## src/rtl/skid_stage_reg.sv

```systemverilog
// Two-entry skid buffer register stage: registered valid/data toward the consumer,
// with a skid entry that holds the beat accepted while the consumer stalls.
module skid_stage_reg #(
  parameter int WIDTH          = 32,
  parameter int CNT_W          = 16,
  parameter int CLEAR_ON_FLUSH = 1
) (
  input  logic             clk,
  input  logic             rst,
  input  logic             flush,
  input  logic             freeze,
  input  logic             in_valid,
  input  logic [WIDTH-1:0] in_data,
  output logic             in_ready,
  output logic             out_valid,
  output logic [WIDTH-1:0] out_data,
  input  logic             out_ready,
  output logic [1:0]       occupancy,
  output logic [CNT_W-1:0] stall_cnt,
  input  logic             clr_stats
);

  // The encoding doubles as the occupancy count.
  typedef enum logic [1:0] {
    EMPTY = 2'd0,
    ONE   = 2'd1,
    FULL  = 2'd2
  } state_t;

  localparam logic [CNT_W-1:0] CNT_MAX = '1;

  state_t           state_reg, state_next;
  logic [WIDTH-1:0] head_reg, head_next;
  logic [WIDTH-1:0] skid_reg, skid_next;
  logic [CNT_W-1:0] stall_cnt_reg, stall_cnt_next;
  logic             head_valid, skid_valid;
  logic             in_fire, out_fire;

  assign head_valid = (state_reg != EMPTY);
  assign skid_valid = (state_reg == FULL);

  assign in_ready  = !skid_valid && !freeze;
  assign in_fire   = in_valid && in_ready;
  assign out_valid = head_valid;
  assign out_fire  = head_valid && out_ready && !freeze;

  assign out_data  = head_reg;
  assign occupancy = 2'(state_reg);
  assign stall_cnt = stall_cnt_reg;

  always_ff @(posedge clk or posedge rst) begin
    if (rst) begin
      state_reg     <= EMPTY;
      head_reg      <= '0;
      skid_reg      <= '0;
      stall_cnt_reg <= '0;
    end else begin
      state_reg     <= state_next;
      head_reg      <= head_next;
      skid_reg      <= skid_next;
      stall_cnt_reg <= stall_cnt_next;
    end
  end

  // freeze needs no branch of its own: it already suppresses both fire terms.
  always_comb begin
    state_next = state_reg;
    head_next  = head_reg;
    skid_next  = skid_reg;
    if (flush) begin
      state_next = EMPTY;
      if (CLEAR_ON_FLUSH != 0) begin
        head_next = '0;
        skid_next = '0;
      end
    end else begin
      unique case (state_reg)
        EMPTY: begin
          if (in_fire) begin
            head_next  = in_data;
            state_next = ONE;
          end
        end
        ONE: begin
          if (in_fire && out_fire) begin
            head_next = in_data;
          end else if (in_fire) begin
            skid_next  = in_data;
            state_next = FULL;
          end else if (out_fire) begin
            state_next = EMPTY;
          end
        end
        FULL: begin
          if (out_fire) begin
            head_next  = skid_reg;
            state_next = ONE;
          end
        end
        default: state_next = EMPTY;
      endcase
    end
  end

  // Stall statistics ignore flush so a flushed backlog still shows up as stall time.
  always_comb begin
    stall_cnt_next = stall_cnt_reg;
    if (clr_stats) begin
      stall_cnt_next = '0;
    end else if (head_valid && !out_fire && (stall_cnt_reg != CNT_MAX)) begin
      stall_cnt_next = stall_cnt_reg + CNT_W'(1);
    end
  end

endmodule

```

## config.mk

```make
export PLATFORM = sky130hd
export DESIGN_NAME = skid_stage_reg
export DESIGN_NICKNAME = d
export VERILOG_FILES = /design/src/rtl/skid_stage_reg.sv
export SDC_FILE = /design/constraint.sdc
export NUM_CORES = 1
export LEC_CHECK = 0
export ABC_AREA = 1
export BUFFER_PORTS_ARGS = -buffer_cell sky130_fd_sc_hd__clkbuf_2
export CAP_MARGIN = 0
export CORE_UTILIZATION = 25
export CTS_CLUSTER_DIAMETER = 120
export DETAILED_ROUTE_END_ITERATION = 10
export PLACE_DENSITY = 0.42
export RECOVER_POWER = 50
export SYNTH_ARGS = -nofsm -noshare
export SYNTH_HDL_FRONTEND = slang
export SYNTH_SLANG_ARGS = --single-unit
```

## constraint.sdc

```tcl
create_clock -name clk -period 5.5 [get_ports clk]
set_input_delay 0.275 -clock clk [delete_from_list [all_inputs] [get_ports clk]]
set_output_delay 0.275 -clock clk [all_outputs]
set_load 0.02 [all_outputs]
```

==> metrics.log <==
[metrics] Synth Area per Inst: 7.83 µm²
[metrics] H-tree depth reported by CTS: 3
[metrics] cell seen most often among critical-path stages: sky130_fd_sc_hd__clkbuf_2
[metrics] number of cell rows: 46
[metrics] top achievable clock speed: 373 MHz
[metrics] count of nets after finishing: 648
[metrics] drt first pass iters: 5
[metrics] final-layout setup total negative slack: 0 ns
[metrics] Horiz. Die Dim: 131 µm
[metrics] P_leak: 2.30 nW
[metrics] Hold Path Class: primary input to flip-flop
[metrics] antenna violations before repair: 0
[metrics] share of cells above drive strength 1: 11.9%
[metrics] Bufs on Longest Clock Path: 2
[metrics] logic depth of the worst path, buffers included: 4
[metrics] hold violation total from the final report: 0
[metrics] Finish-stage setup viols: 0
[metrics] WL met3: 452 µm
[metrics] clock tree from TritonCTS: done
[metrics] cell with the largest stage delay on the worst path: sky130_fd_sc_hd__clkbuf_2
[metrics] Antenna diodes: 0
[metrics] Worst-Margin Slew: 1.57 ns
[metrics] die footprint: 17300 µm²
[metrics] path type of the worst setup path: primary input to asynchronous set/reset pin
[metrics] Worst Setup End Kind: asynchronous set/reset pin
[metrics] R2R depth: 8
[metrics] post-route total power: 1.56 mW
[metrics] Synth-to-Final Area Change: 18.8%
[metrics] effective utilization at floorplan: 26.0%
[metrics] number of buffers added on ports: 90
[metrics] library cells used by synthesis: 29
[metrics] Chip Height: 131 µm
[metrics] Highest Signal Layer: met4
[metrics] Root Driver: sky130_fd_sc_hd__clkbuf_16
[metrics] kind of cell with the highest combined delay on the critical path: buffers and inverters
[metrics] vias post-DR: 3831
[metrics] Fin Hold WS: 0.182 ns
[metrics] startpoint type of the worst setup path: primary input
[metrics] iteration-0 DRC count of the detailed router: 167
[metrics] maxcap violations: 2
[metrics] number of synthesized register bits: 82
[metrics] post-cts repair resize count: 0
[metrics] insertion delay to the later sink of the worst-skew pair: 0.35 ns
[metrics] VDD IR max: 0.154 mV
[metrics] IO Pins: 91
[metrics] violated checks: max-capacitance violations, max-slew violations
[metrics] DRC: 0
[metrics] number of buffers inserted during clock tree synthesis: 9
[metrics] Clock Pin Slew Worst Setup and Hold Paths: 0.06 ns
[metrics] number of clock sinks: 82
[metrics] detail-routed net length per standard cell: 14.3 µm
[metrics] fin util: 30.9%
[metrics] number of non-filler instances in the completed layout: 827
[metrics] count of yosys warnings during synthesis: 0
[metrics] worst clock skew: 0.00776 ns
[metrics] HPWL reported at the end of detailed placement: 7.74 mm
[metrics] proportion of synthesized chip area in sequential cells: 49.0%
[metrics] global router's overall resource usage: 14.3%
[metrics] cell area after technology mapping: 4190 µm²
[metrics] Cell Pwr Density: 312 nW/µm²
[metrics] Detail Route Antenna Nets: 0
[metrics] final period demand of the worst path: 2.68 ns
[metrics] largest net degree at the start of global routing: 69
[metrics] largest fanout on the critical path: 60
[metrics] post-detailed-route via-to-cell ratio: 4.63
[metrics] Routed WL: 11.8 mm
[metrics] WL met1: 5.67 mm
[metrics] post-CTS setup buffer count: 0
[metrics] status: complete, but fails checks
[metrics] series of cell instances along the critical path: dlygate4sd3_1 -> clkbuf_2 -> clkinvlp_2 -> clkbuf_2
[metrics] unrepaired setup endpoints after global routing: no
[metrics] number of stages on the worst hold path: 3
[metrics] Synth Net Count: 575
[metrics] commonest non-fill, non-tap cell in the layout: sky130_fd_sc_hd__nand2_1
[metrics] crit share post-route: 48.7%
[metrics] WP data required: 5.67 ns
[metrics] sum of buffers and inverters on the critical path: 4
[metrics] highest-count cells in the layout ignoring fill and taps: sky130_fd_sc_hd__nand2_1, sky130_fd_sc_hd__dfrtp_1, sky130_fd_sc_hd__nand3_1, sky130_fd_sc_hd__o21ai_0, sky130_fd_sc_hd__clkbuf_1
[metrics] final number of max-transition violations: 94
[metrics] Remaining Overflow, GRT: 0
[metrics] placed instance count: 812
[metrics] global placement routability congestion: 0.803
[metrics] Core Footprint: 16100 µm²
[metrics] global-route wire length before repair: 19.6 mm
[metrics] Arr. time, crit path: 2.85 ns
[metrics] met2 wire len: 5.56 mm
[metrics] synthesized instance count: 535
[metrics] largest stage delay on the critical path: 1.26 ns
[metrics] Rel. slew slack: -4.94%
[metrics] vias in the first global route: 3787
-- layout make-up --
class	instances	area, µm²
Clock buffer	11	243
Clock inverter	3	17.5
Fill cell	1801	11100
Inverter	52	196
Multi-Input combinational cell	368	1780
Sequential cell	82	2050
Tap cell	216	270
Timing Repair Buffer	95	422
-- through the flow --
step / worst slack, ns / area [µm²]
final: 2.82 / 4980
after global routing: 2.25 / 4980
after CTS: 2.84 / 5050
after detailed placement: 2.86 / 4780
after global placement: 2.98 / 4780
after floorplan: 3.12 / 4190
-- power by group --
| group | internal [mW] | switching, mW |
|---|---|---|
| Sequential | 0.656 | 0.0300 |
| Clock | 0.312 | 0.246 |
| Combinational | 0.0779 | 0.234 |
| Total | 1.05 | 0.510 |
-- metal layers --
layer | vias up | GRT usage [%]
met5 | - | 0
li1 | 1901 | -
met3 | 11 | 3.24
met4 | 0 | 4.26
met2 | 87 | 23.4
met1 | 1832 | 18.6
-- worst paths after layout --
| check | end | slack (ns) | start |
|---|---|---|---|
| max in group clk | out_data[30] | 2.91 | occupancy[0] |
| min | skid_reg[14] | 0.18 | in_data[14] |
| min in group asynchronous | skid_reg[26] | 0.66 | rst |
| min reg2reg | out_data[6] | 0.47 | out_data[6] |
| max reg2reg | out_data[30] | 2.91 | occupancy[0] |
| max | out_data[14] | 2.82 | rst |
-- cell usage after synthesis --
master                     number  area, µm²
sky130_fd_sc_hd__nor2_8         1       20.0
sky130_fd_sc_hd__o21ai_0       54        270
sky130_fd_sc_hd__o21ai_1       12       60.1
sky130_fd_sc_hd__a21oi_1       33        165
sky130_fd_sc_hd__nor2_2         2       12.5
sky130_fd_sc_hd__nand3b_1       2       15.0
sky130_fd_sc_hd__buf_4          1       7.51
sky130_fd_sc_hd__dfrtp_1       82       2050
sky130_fd_sc_hd__xor2_1         4       35.0
sky130_fd_sc_hd__a21boi_0       1       7.51
sky130_fd_sc_hd__o21ai_2        1       8.76
sky130_fd_sc_hd__or2_2          2       12.5
sky130_fd_sc_hd__nand2_2        1       6.26
sky130_fd_sc_hd__o211ai_1       1       7.51
sky130_fd_sc_hd__ha_1           1       12.5
sky130_fd_sc_hd__buf_6          4       45.0
sky130_fd_sc_hd__nand2_4        1       11.3
sky130_fd_sc_hd__nor2_1        20       75.1
sky130_fd_sc_hd__nand3_1       80        400
sky130_fd_sc_hd__clkbuf_1      14       52.6
sky130_fd_sc_hd__inv_1         49        184
sky130_fd_sc_hd__nand4_1       17        106
sky130_fd_sc_hd__nor2_4         3       33.8
sky130_fd_sc_hd__nand2_1      128        480
sky130_fd_sc_hd__o21bai_1       2       15.0
sky130_fd_sc_hd__nor3_1         1       5.00
sky130_fd_sc_hd__inv_2          3       11.3
sky130_fd_sc_hd__and2_1         1       6.26
sky130_fd_sc_hd__buf_2         14       70.1
-- repair_timing --
| action | in CTS | in global routing |
|---|---|---|
| endpoints found under the setup margin | 0 | 0 |
| hold buffers | 1 | 0 |
| endpoints found under the hold margin | 22 | 0 |
-- worst reg2reg max path, delay by kind of cell, from the launching register on --
| family | cells | cell delay, ns |
|---|---|---|
| flip-flops | 1 | 0.40 |
| AND/OR/NAND/NOR | 6 | 1.28 |
| buffers and inverters | 2 | 0.83 |
-- logic make-up after synthesis --
kind of cell               Yosys count  share of synthesized area (%)
AOI/OAI and AO/OA                  104                           12.8
xor gates and xnor gates             4                          0.836
adders and majority gates            1                          0.299
buffers and inverters               85                           8.84
DFF                                 82                           49.0
and+or+nand+nor                    259                           28.3
(Power assumes the default switching activity.)
